File: src/rtl/shift_seq_pkg.sv
// Shared op codes, FSM states and helpers for the shift sequencer.
// The op encoding matches the universal shift register mode select.
package shift_seq_pkg;

   localparam logic [1:0] OP_HOLD = 2'b00;
   localparam logic [1:0] OP_SHR  = 2'b01;
   localparam logic [1:0] OP_SHL  = 2'b10;
   localparam logic [1:0] OP_LOAD = 2'b11;

   typedef enum logic {
      ST_IDLE,
      ST_EXEC
   } state_t;

   function automatic logic is_shift(input logic [1:0] op);
      return (op == OP_SHR) || (op == OP_SHL);
   endfunction

endpackage

File: src/rtl/shift_sequencer_if.sv
// Command channel of the shift sequencer: valid/ready plus payload.
// master = upstream command source, slave = sequencer.
interface shift_sequencer_if #(
   parameter int WIDTH = 4,
   parameter int CNT_W = 3
);

   logic             cmd_valid;
   logic             cmd_ready;
   logic [1:0]       cmd_op;
   logic [WIDTH-1:0] cmd_data;
   logic [CNT_W-1:0] cmd_count;

   modport master (
      output cmd_valid,
      output cmd_op,
      output cmd_data,
      output cmd_count,
      input  cmd_ready
   );

   modport slave (
      input  cmd_valid,
      input  cmd_op,
      input  cmd_data,
      input  cmd_count,
      output cmd_ready
   );

endinterface

File: src/rtl/shift_sequencer.sv
// Command sequencer driving a 4-bit universal shift register (s/a).
// Optional SHIFT_SEQ_EARLY_ZERO_EN: long shifts collapse to a zero load.
module shift_sequencer
   import shift_seq_pkg::*;
#(
   parameter int WIDTH = 4,
   parameter int CNT_W = 3
) (
   input  logic             clk,
   input  logic             rst_n,
   shift_sequencer_if.slave cmd,
   input  logic [WIDTH-1:0] p_fb,
   output logic [WIDTH-1:0] a,
   output logic [1:0]       s,
   output logic             busy,
   output logic             done
);

   state_t           state;
   logic [1:0]       op_q;
   logic [WIDTH-1:0] data_q;
   logic [CNT_W-1:0] cnt_q;
   logic             done_q;

   logic             accept;
   logic             shift_cmd;
   logic             zero_len;
   logic             long_shift;

   assign accept    = cmd.cmd_valid && (state == ST_IDLE);
   assign shift_cmd = is_shift(cmd.cmd_op);
   assign zero_len  = shift_cmd && (cmd.cmd_count == '0);

`ifdef SHIFT_SEQ_EARLY_ZERO_EN
   assign long_shift = shift_cmd && (int'(cmd.cmd_count) >= WIDTH);
`else
   assign long_shift = 1'b0;
`endif

   always_ff @(posedge clk or negedge rst_n) begin
      if (!rst_n) begin
         state  <= ST_IDLE;
         op_q   <= OP_HOLD;
         data_q <= '0;
         cnt_q  <= '0;
         done_q <= 1'b0;
      end else begin
         done_q <= 1'b0;
         unique case (state)
            ST_IDLE: begin
               if (accept) begin
                  op_q   <= cmd.cmd_op;
                  data_q <= cmd.cmd_data;
                  cnt_q  <= shift_cmd ? cmd.cmd_count
                                      : CNT_W'(1);
                  if (long_shift) begin
                     // every bit falls off: a zero load is equivalent
                     op_q   <= OP_LOAD;
                     data_q <= '0;
                     cnt_q  <= CNT_W'(1);
                     state  <= ST_EXEC;
                  end else if (zero_len) begin
                     done_q <= 1'b1;
                  end else begin
                     state  <= ST_EXEC;
                  end
               end
            end
            ST_EXEC: begin
               cnt_q <= cnt_q - CNT_W'(1);
               if (cnt_q == CNT_W'(1)) begin
                  state  <= ST_IDLE;
                  done_q <= 1'b1;
               end
            end
            default: begin
               state <= ST_IDLE;
            end
         endcase
      end
   end

   // a/s stay combinational so p is fed straight back every step
   always_comb begin
      s = OP_HOLD;
      a = p_fb;
      if (state == ST_EXEC) begin
         s = op_q;
         if (op_q == OP_LOAD) begin
            a = data_q;
         end
      end
   end

   assign busy          = (state == ST_EXEC);
   assign cmd.cmd_ready = (state == ST_IDLE);
   assign done          = done_q;

endmodule
File: src/flat_wrapper.sv
// flat-port wrapper written by rule: the top's interface ports become plain ports
module shift_sequencer_flat import shift_seq_pkg::*;
#(
   parameter int WIDTH = 4,
   parameter int CNT_W = 3
)
  (clk, rst_n, p_fb, a, s, busy, done, cmd_cmd_valid, cmd_cmd_op, cmd_cmd_data, cmd_cmd_count, cmd_cmd_ready);
  shift_sequencer_if #(.WIDTH(WIDTH), .CNT_W(CNT_W)) cmd_i ();
  input  logic clk;
  input  logic rst_n;
  input  logic [WIDTH-1:0] p_fb;
  output logic [WIDTH-1:0] a;
  output logic [1:0] s;
  output logic busy;
  output logic done;
  input wire logic [$bits(cmd_i.cmd_valid)-1:0] cmd_cmd_valid;
  input wire logic [$bits(cmd_i.cmd_op)-1:0] cmd_cmd_op;
  input wire logic [$bits(cmd_i.cmd_data)-1:0] cmd_cmd_data;
  input wire logic [$bits(cmd_i.cmd_count)-1:0] cmd_cmd_count;
  output wire logic [$bits(cmd_i.cmd_ready)-1:0] cmd_cmd_ready;
  assign cmd_i.cmd_valid = cmd_cmd_valid;
  assign cmd_i.cmd_op = cmd_cmd_op;
  assign cmd_i.cmd_data = cmd_cmd_data;
  assign cmd_i.cmd_count = cmd_cmd_count;
  assign cmd_cmd_ready = cmd_i.cmd_ready;
  shift_sequencer #(.WIDTH(WIDTH), .CNT_W(CNT_W)) u_core (.clk(clk), .rst_n(rst_n), .cmd(cmd_i), .p_fb(p_fb), .a(a), .s(s), .busy(busy), .done(done));
endmodule
File: config.mk
export PLATFORM = sky130hd
export DESIGN_NAME = shift_sequencer_flat
export DESIGN_NICKNAME = d
export VERILOG_FILES = /design/src/rtl/shift_seq_pkg.sv /design/src/rtl/shift_sequencer_if.sv /design/src/rtl/shift_sequencer.sv /design/src/flat_wrapper.sv
export SDC_FILE = /design/constraint.sdc
export NUM_CORES = 1
export LEC_CHECK = 0
export CAP_MARGIN = 10
export CORE_MARGIN = 2
export CORE_UTILIZATION = 36
export DETAILED_ROUTE_END_ITERATION = 7
export GPL_TIMING_DRIVEN = 0
export MAX_ROUTING_LAYER = met4
export PLACE_DENSITY = 0.75
export SYNTH_ARGS = -nofsm -noshare
export SYNTH_HDL_FRONTEND = slang
export SYNTH_SLANG_ARGS = --single-unit
export TNS_END_PERCENT = 1
File: constraint.sdc
create_clock -name clk -period 1.4 [get_ports clk]
set_clock_uncertainty 0.1 [all_clocks]
set_input_delay 0.35 -clock clk [delete_from_list [all_inputs] [get_ports clk]]
set_output_delay 0.35 -clock clk [all_outputs]
set_load 0.005 [all_outputs]
-- Word level (Yosys, flattened, before mapping)
Index checks and enable logic that the tools add are counted.
- add/subtract/negate cells: 1
- multiply operators: 0
- div/mod/pow operators: 0
- $lt $le $gt $ge: 0
- eq/ne operators: 5
- shift-type cells: 0
- multiplexer cells: 14
- bitwise gates (word level): 1
- reduce and logical (&&, ||, !) cells: 5
- operators with widths (kind ; count):
    $mux 4 ; 2
    $mux 1 ; 6
    $mux 3 ; 2
    $pmux 3 s2 ; 1
    $eq 2x2->1 const B ; 2
    $pmux 1 s2 ; 2
    $eq 3x1->1 const B ; 1
    $logic_not 3->1 ; 1
    $sub 3x1->3 const B ; 1
    $eq 2x1->1 const B ; 1
    $logic_and 1x1->1 ; 2
    $mux 2 ; 1
    $ne 2x1->1 const B ; 1
    $reduce_and 2->1 ; 1
    $logic_or 1x1->1 ; 1
    $not 1->1 ; 1
- register bits after elaboration: 11
- bits in latches: 0
- memory bits (writable): 0
- memory bits (read-only): 0
- input port bits: 16
- output and inout port bits: 9
- logic and storage cells: 31
- memories: 0

-- Logic depth before layout (Yosys ltp)
- word-level depth: 6
- gate-level depth with buffers: 4
- depth with buffers taken out: 4

-- Least setup slack after synthesis
OpenSTA, ideal clock, no wires.
- kind: register -> output
- start: register u_core.state, in the netlist u_core.busy
- end: output port a[0]
- data arrival time: 996 ps
- data required time: 950 ps
- setup slack: -46 ps
- cell stages (with the launch flop): 4
- path buffers: 0
- cell sequence: dfrtp_1 > and2_4 > nand2_4 > mux2_4
- longest elaborated chain between the ends: 1
- ends and longest elaborated chain (element ; line ; text):
    start: declaration ; shift_sequencer.sv:19 ; state_t state;
    start signal: assignment ; shift_sequencer.sv:42 ; state <= ST_IDLE;
    start signal: assignment ; shift_sequencer.sv:61 ; state <= ST_EXEC;
    start signal: assignment ; shift_sequencer.sv:65 ; state <= ST_EXEC;
    $mux 4 ; shift_sequencer.sv:87 ; if (state == ST_EXEC) begin
    end: declaration ; flat_wrapper.sv:12 ; output logic [WIDTH-1:0] a;
Every way passes these cells.

-- Worst setup path after layout
- start: register u_core.state, in the netlist u_core.busy
- end: output port a[2]
Same word-level chain as after synthesis.

==> metrics.txt <==
# TYPE chip_impl_metric gauge
chip_impl_info{name="run_status",value="complete, but fails checks"} 1
chip_impl_info{name="violations",value="negative setup slack"} 1
chip_impl_metric{name="first_global_vias",unit=""} 486
chip_impl_metric{name="yosysTopAreaCellShare",unit=""} 0.464
chip_impl_metric{name="syn_nets",unit=""} 66
chip_impl_metric{name="fmaxAchievable",unit="MHz"} 558
chip_impl_metric{name="synth-warning-count",unit=""} 0
chip_impl_metric{name="setup-tns-final",unit="ns"} -2.54
chip_impl_info{name="hp-class",value="in -> async"} 1
chip_impl_metric{name="fp.dieW",unit="um"} 44.6
chip_impl_metric{name="detail_route.first_pass.iterations",unit=""} 2
chip_impl_metric{name="grt_antenna_before_repair",unit=""} 0
chip_impl_metric{name="logic_depth_of_the_worst_register_to_register_path",unit=""} 4
chip_impl_info{name="synth_top_family_by_area",value="multiplexers"} 1
chip_impl_metric{name="timing_max_transition_violations_final",unit=""} 0
chip_impl_info{name="synth_top_area_cell",value="sky130_fd_sc_hd__dfrtp_1"} 1
chip_impl_metric{name="post_synth_instance_area",unit="um2"} 593
chip_impl_metric{name="synthDistinctLibCells",unit=""} 22
chip_impl_metric{name="critPathRequiredTime",unit="ns"} 0.95
chip_impl_metric{name="synthArstFlopShare",unit=""} 1.00
chip_impl_metric{name="report.power.total",unit="W"} 0.00163
chip_impl_info{name="clock_tree_from_tritoncts",value="built"} 1
chip_impl_metric{name="final.period_utilization",unit=""} 1.28
chip_impl_metric{name="die_y",unit="um"} 44.6
chip_impl_metric{name="synth_sequential_area_ratio",unit=""} 0.464
chip_impl_metric{name="yosys.area_share.xor_xnor",unit=""} 0.0295
chip_impl_metric{name="area_growth_syn_to_layout",unit="%"} 51.7
chip_impl_info{name="synth_commonest_cells",value="sky130_fd_sc_hd__dfrtp_1 (11), sky130_fd_sc_hd__mux2_2 (6), sky130_fd_sc_hd__inv_1 (4), sky130_fd_sc_hd__mux2_4 (4), sky130_fd_sc_hd__nand2_1 (3)"} 1
chip_impl_metric{name="cts.clk_slew.worst_paths",unit="ns"} 0.07
chip_impl_metric{name="number_of_sinks_handled_by_clock_tree_synthesis",unit=""} 11
chip_impl_metric{name="synth-edff-count",unit=""} 0
chip_impl_metric{name="p_leak",unit="nW"} 0.417
chip_impl_metric{name="synth.avg_cell_area",unit="um2"} 12.4
chip_impl_metric{name="floorplan.initialDensity",unit=""} 0.389
chip_impl_metric{name="placeableCoreArea",unit="um2"} 1520
chip_impl_metric{name="cts_inserted_buffers",unit=""} 3
chip_impl_info{name="post_synth_main_area_contributors",value="sky130_fd_sc_hd__dfrtp_1 (46%), sky130_fd_sc_hd__mux2_2 (11%), sky130_fd_sc_hd__mux2_4 (10%)"} 1
chip_impl_metric{name="post_synth_inst_count",unit=""} 48
chip_impl_metric{name="place.port_buffers",unit=""} 24
chip_impl_metric{name="hold_viol",unit=""} 0
chip_impl_metric{name="cts_hold_repair.buffers",unit=""} 0
chip_impl_metric{name="globalRouteTotalUtil",unit=""} 0.157
chip_impl_metric{name="rows",unit=""} 14
chip_impl_info{name="crit_path_end_kind",value="output pin"} 1
chip_impl_metric{name="design.final.nets",unit=""} 96
chip_impl_metric{name="synthSimpleGateAreaFrac",unit=""} 0.110
chip_impl_metric{name="drc",unit=""} 0
chip_impl_metric{name="place_congestion",unit=""} 0.866
chip_impl_info{name="timing_worst_setup_path_type",value="reg -> out"} 1
chip_impl_metric{name="design.portCount",unit=""} 25
chip_impl_metric{name="antennaDiodeCount",unit=""} 0
chip_impl_metric{name="worst-path-max-fanout",unit=""} 4
chip_impl_metric{name="cts_max_path_buffers",unit=""} 2
chip_impl_metric{name="place_area",unit="um2"} 855
chip_impl_metric{name="fin_ws",unit="ns"} -0.392
chip_impl_metric{name="synthMuxAreaShare",unit=""} 0.215
chip_impl_info{name="synth_most_common_cell",value="sky130_fd_sc_hd__dfrtp_1"} 1
chip_impl_metric{name="relSlewSlack",unit=""} 0.670
chip_impl_metric{name="clk-insertion-delay-late",unit="ns"} 0.26
chip_impl_metric{name="worst-endpoint-arrival",unit="ns"} 1.34
chip_impl_metric{name="cap_viol_max_count",unit=""} 0
chip_impl_metric{name="timing.final.crit_period",unit="ns"} 1.79
chip_impl_metric{name="finalSetupViolations",unit=""} 14
chip_impl_info{name="clockRootBuffer",value="sky130_fd_sc_hd__clkbuf_4"} 1
chip_impl_metric{name="cts_max_level",unit=""} 1
chip_impl_metric{name="globalRoute.totalOverflow",unit=""} 0
chip_impl_metric{name="synth_fa_ha_area_frac",unit=""} 0.0422
chip_impl_metric{name="grt_start_max_net_pins",unit=""} 12
chip_impl_metric{name="postLayoutCellArea",unit="um2"} 900
chip_impl_info{name="crit_path_launch_type",value="flop"} 1
chip_impl_metric{name="detail-route-antenna-nets",unit=""} 0
chip_impl_metric{name="finalWirelength",unit="mm"} 1.22
chip_impl_metric{name="worst_hold_slack",unit="ns"} 0.316
chip_impl_metric{name="regToRegSetupSlack",unit="ns"} -0.02
chip_impl_info{name="crit-reg2reg-capture",value="u_core.op_q[0]"} 1
chip_impl_metric{name="route.vias.total",unit=""} 472
chip_impl_metric{name="dp_hpwl",unit="um"} 922
chip_impl_metric{name="synth-seq-cells",unit=""} 11
chip_impl_metric{name="final_layout_size_suffix_gt1_frac",unit=""} 0.377
chip_impl_metric{name="fp.dieArea",unit="um2"} 1990
chip_impl_info{name="unrepaired_setup_endpoints_after_global_routing",value="true"} 1
chip_impl_metric{name="grt_first_pass_wirelength",unit="mm"} 2.15
chip_impl_metric{name="vias_per_cell",unit=""} 5.08
chip_impl_info{name="synth-main-ff-cell",value="sky130_fd_sc_hd__dfrtp_1"} 1
chip_impl_metric{name="cellPowerDensity",unit="nW/um2"} 1810
chip_impl_metric{name="detailedRoute.firstIterationViolations",unit=""} 12
chip_impl_metric{name="routed_wire_length_per_instance",unit="um"} 13.1
chip_impl_metric{name="worst_pin_slew",unit="ns"} 0.494
chip_impl_metric{name="synth_compound_gate_area_share",unit=""} 0.101
chip_impl_info{name="r2r-start",value="u_core.busy"} 1
chip_impl_metric{name="ir_drop",unit="mV"} 1.02
[what timing repair did]
item	4_1_cts	5_1_grt
hold endpoints to repair	0	0
pin swaps	1	0
gates resized for setup	28	3
buffers inserted	1	0
endpoints found under the setup margin	16	16
[flip-flops by register name, indices dropped and copies added, names as in the netlist]
signal	cells
u_core.data_q	4
u_core.cnt_q	3
u_core.op_q	2
u_core.busy	1
u_core.done	1
[worst max-delay path, stage by stage (launching register included)]
cell and delay [ns]:
sky130_fd_sc_hd__dfrtp_2 0.41, sky130_fd_sc_hd__and2_4 0.15, sky130_fd_sc_hd__nand2_4 0.09, sky130_fd_sc_hd__mux2_4 0.31
sky130_fd_sc_hd__buf_6 0.11
[final cells by class]
cell class / count / area, um2
inverter: 4 / 17.5
multi-input combinational: 32 / 309
fill: 138 / 624
timing repair buffer: 25 / 243
buffer: 1 / 7.51
tap: 16 / 20.0
clock buffer: 4 / 26.3
sequential: 11 / 277
[how the worst max path moves through the flow]
stage,to,slack [ns],start
floorplan,a[0],-0.03,u_core.busy
global placement,a[0],-0.50,u_core.busy
detailed placement,a[2],-0.51,u_core.busy
CTS,a[2],-0.39,u_core.busy
global route,a[0],-0.44,u_core.busy
finish,a[2],-0.39,u_core.busy
[power by group]
part / switching (W) / total (W) / internal, W
clock network: 0.000104 / 0.000214 / 0.000110
registers: 0.0000959 / 0.000576 / 0.000480
logic: 0.000329 / 0.000838 / 0.000509
total: 0.000529 / 0.00163 / 0.00110
[metal layers]
metal / GRT usage / part of all wire / vias to the layer above
li1: - / - / 231
met1: 0.194 / 0.43 / 221
met2: 0.235 / 0.49 / 18
met3: 0.0449 / 0.067 / 2
met4: 0.0727 / 0.012 / 0
met5: - / 0 / -
[through the flow]
stage | utilization | cells | setup slack, ns
6_report | 0.590 | 93 | -0.392
5_1_grt | 0.590 | 93 | -0.437
4_1_cts | 0.589 | 93 | -0.393
3_5_place_dp | 0.561 | 88 | -0.507
3_3_place_gp | 0.561 | 88 | -0.501
2_1_floorplan | - | 48 | -0.0311
[cell usage in the layout (no fill, tap or decap), types with 3 or more instances in the layout]
| cell type | Yosys | routed |
|---|---|---|
| sky130_fd_sc_hd__clkdlybuf4s50_1 | 0 | 15 |
| sky130_fd_sc_hd__dlygate4sd2_1 | 0 | 4 |
| sky130_fd_sc_hd__dfrtp_1 | 11 | 10 |
| sky130_fd_sc_hd__buf_6 | 0 | 4 |
| sky130_fd_sc_hd__mux2_2 | 6 | 6 |
| sky130_fd_sc_hd__inv_1 | 4 | 3 |
| sky130_fd_sc_hd__nand2_1 | 3 | 3 |
| sky130_fd_sc_hd__clkbuf_4 | 0 | 3 |
| sky130_fd_sc_hd__mux2_4 | 4 | 4 |
[kinds of logic after synthesis]
group	Yosys count
buf+inv	5
flops	11
fa+ha+maj	2
mux	10
simple gates	10
compound gates	8
xor+xnor	2
Note: power is estimated with default switching activity, not from simulation.
==> RTL change: new RTL, config.mk and constraints unchanged <==
`WIDTH` is set to 4 in 3 places; all go to 6.
--- a/src/rtl/shift_sequencer_if.sv
+++ b/src/rtl/shift_sequencer_if.sv
@@ -1,7 +1,7 @@
 // Command channel of the shift sequencer: valid/ready plus payload.
 // master = upstream command source, slave = sequencer.
 interface shift_sequencer_if #(
-   parameter int WIDTH = 4,
+   parameter int WIDTH = 6,
    parameter int CNT_W = 3
 );
 
--- a/src/rtl/shift_sequencer.sv
+++ b/src/rtl/shift_sequencer.sv
@@ -3,7 +3,7 @@
 module shift_sequencer
    import shift_seq_pkg::*;
 #(
-   parameter int WIDTH = 4,
+   parameter int WIDTH = 6,
    parameter int CNT_W = 3
 ) (
    input  logic             clk,
--- a/src/flat_wrapper.sv
+++ b/src/flat_wrapper.sv
@@ -1,7 +1,7 @@
 // flat-port wrapper written by rule: the top's interface ports become plain ports
 module shift_sequencer_flat import shift_seq_pkg::*;
 #(
-   parameter int WIDTH = 4,
+   parameter int WIDTH = 6,
    parameter int CNT_W = 3
 )
   (clk, rst_n, p_fb, a, s, busy, done, cmd_cmd_valid, cmd_cmd_op, cmd_cmd_data, cmd_cmd_count, cmd_cmd_ready);
Interface: changed (resized a, cmd_cmd_data and p_fb); port bits go from 25 to 31. The function was not compared with the original's and may differ.
==> RTL change against the unedited design <==
- the run still ends with setup timing left
- cell area is 19% higher
- count of clock-buffer cells in the layout stayed put
- wire length grew 29%
- sequential cell count up 2
- setup slack got worse by 0.13 ns
- synthesized area is 11% higher
- worst hold slack better by 0.037 ns
- register-to-register slack worse by 0.03 ns
- power rose by 18%
- first-iteration DRC count down 58%
- critical path type unchanged
==> RTL change: results <==
detailed_routing:
  drt-pass1-iter-count: 4
  viasPerCell: 4.739
  initialDrtViolationCount: 5
  dr_total_vias: 545
  wl_per_cell_um: 13.68
global_route:
  grt_usage_pct: 16.16
  first_global_vias: 534
  grt_pass1_wl_um: 2387
  grt_max_degree: 14
  antenna_found_initial: 0
finish:
  sh_seq_area_pct: 30.49
  multi_input_cells: 36
  nonClockBufferCount: 33
  fillCellCount: 158
  clk_share_pct: 2.453
  seq_cells: 13
  drive_above_1_share_pct: 37.78
  multi_input_area_share_pct: 33.06
  largestRegisters: "u_core.data_q x6, u_core.cnt_q x3, u_core.op_q x2"
  nonClkBufAreaFrac_pct: 29.44
worst_setup_path:
  r2r-start: "u_core.busy$_DFF_PN0_"
  worstReg2RegEnd: "u_core.data_q[0]$_DFFE_PN0P_"
  cpLargestDelayFamily: "flip-flops"
  ff2ff_path_depth: 4
  crit_path_end: "a[4]"
  cp.arrival_ns: 1.47
  r2r_setup_slack_ns: -0.05
min_path:
  min_path_type: "in -> async"
sta:
  setup_ws_ns: -0.5196
  setup_violations: 19
  slew_headroom_pct: 60.34
place:
  io_buffers: 30
  dp_hpwl_um: 1130
  dp_cells: 109
  gp_congestion: 0.6959
clock_tree:
  root_buffer: "clkbuf_4"
  cts_inserted_buffers: 3
pwr:
  p_leak_nw: 0.4869
  max-vdd-ir-drop_v: 0.0008900
synthesis:
  avgSynthCellArea_um2: 12.23
  seq_area_frac_synth_pct: 49.24
  synth_ff_type: "dfrtp_1"
  yosysUniqueCellTypes: 19
  synth.net_count: 76
  synthTopCellsByArea: "dfrtp_1, mux2_2, ha_1"
  synth_common_cells: "mux2_2, dfrtp_1, nand2_1, inv_1"
status:
  status: "finished with violations"
  violations: "setup timing"
## RTL change: timing repair
action / in CTS / in global routing
endpoints found under the setup margin: 22 / 20
gates resized for setup: 38 / 3
buffers inserted: 2 / 0
pin swaps: 2 / 0
## RTL change: power breakdown
part | internal [mW] | total [mW] | switching (mW) | leakage (nW)
Clock | 0.110 | 0.231 | 0.121 | 0.0150
Combinational | 0.628 | 1.02 | 0.390 | 0.319
Sequential | 0.566 | 0.672 | 0.106 | 0.153
Total | 1.30 | 1.92 | 0.617 | 0.487
## RTL change: worst reg2reg max path, stage by stage, from the launching register on
cell and delay, ns:
dfrtp_2 0.42, buf_4 0.17, nor2b_1 0.11, buf_4 0.19, mux2_2 0.35
## RTL change: metrics by stage
step / area, µm² / worst slack [ns] / hold slack, ns / TNS [ns]
finish: 1071 / -0.5196 / 0.3526 / -4.787
global route: 1071 / -0.5644 / 0.3982 / -5.623
CTS: 1075 / -0.5150 / 0.3665 / -4.926
detailed placement: 1003 / -0.5565 / 0.3964 / -9.706
global placement: 1003 / -0.5486 / 0.3866 / -9.347
floorplan: 671.9 / -0.05707 / -0.04559 / -0.3424
## RTL change: logic make-up after synthesis
kind of cell,count (synthesis),share of synthesized area (%)
muxes,14,23.86
DFF,13,49.24
and+or+nand+nor,10,8.334
AOI/OAI and AO/OA,8,9.091
buffers and inverters,5,3.029
xor gates and xnor gates,2,2.652
adders and majority gates,2,3.787
## RTL change: metal layers
metal / wire length (µm) / share of wire, % / global-route usage, % / vias to the layer above
met4: 19 / 1.2 / 6.667 / 0
met5: 0 / 0 / - / -
met3: 44 / 2.8 / 2.308 / 2
met1: 695 / 44 / 22.38 / 266
li1: - / - / - / 266
met2: 813 / 52 / 23.56 / 11
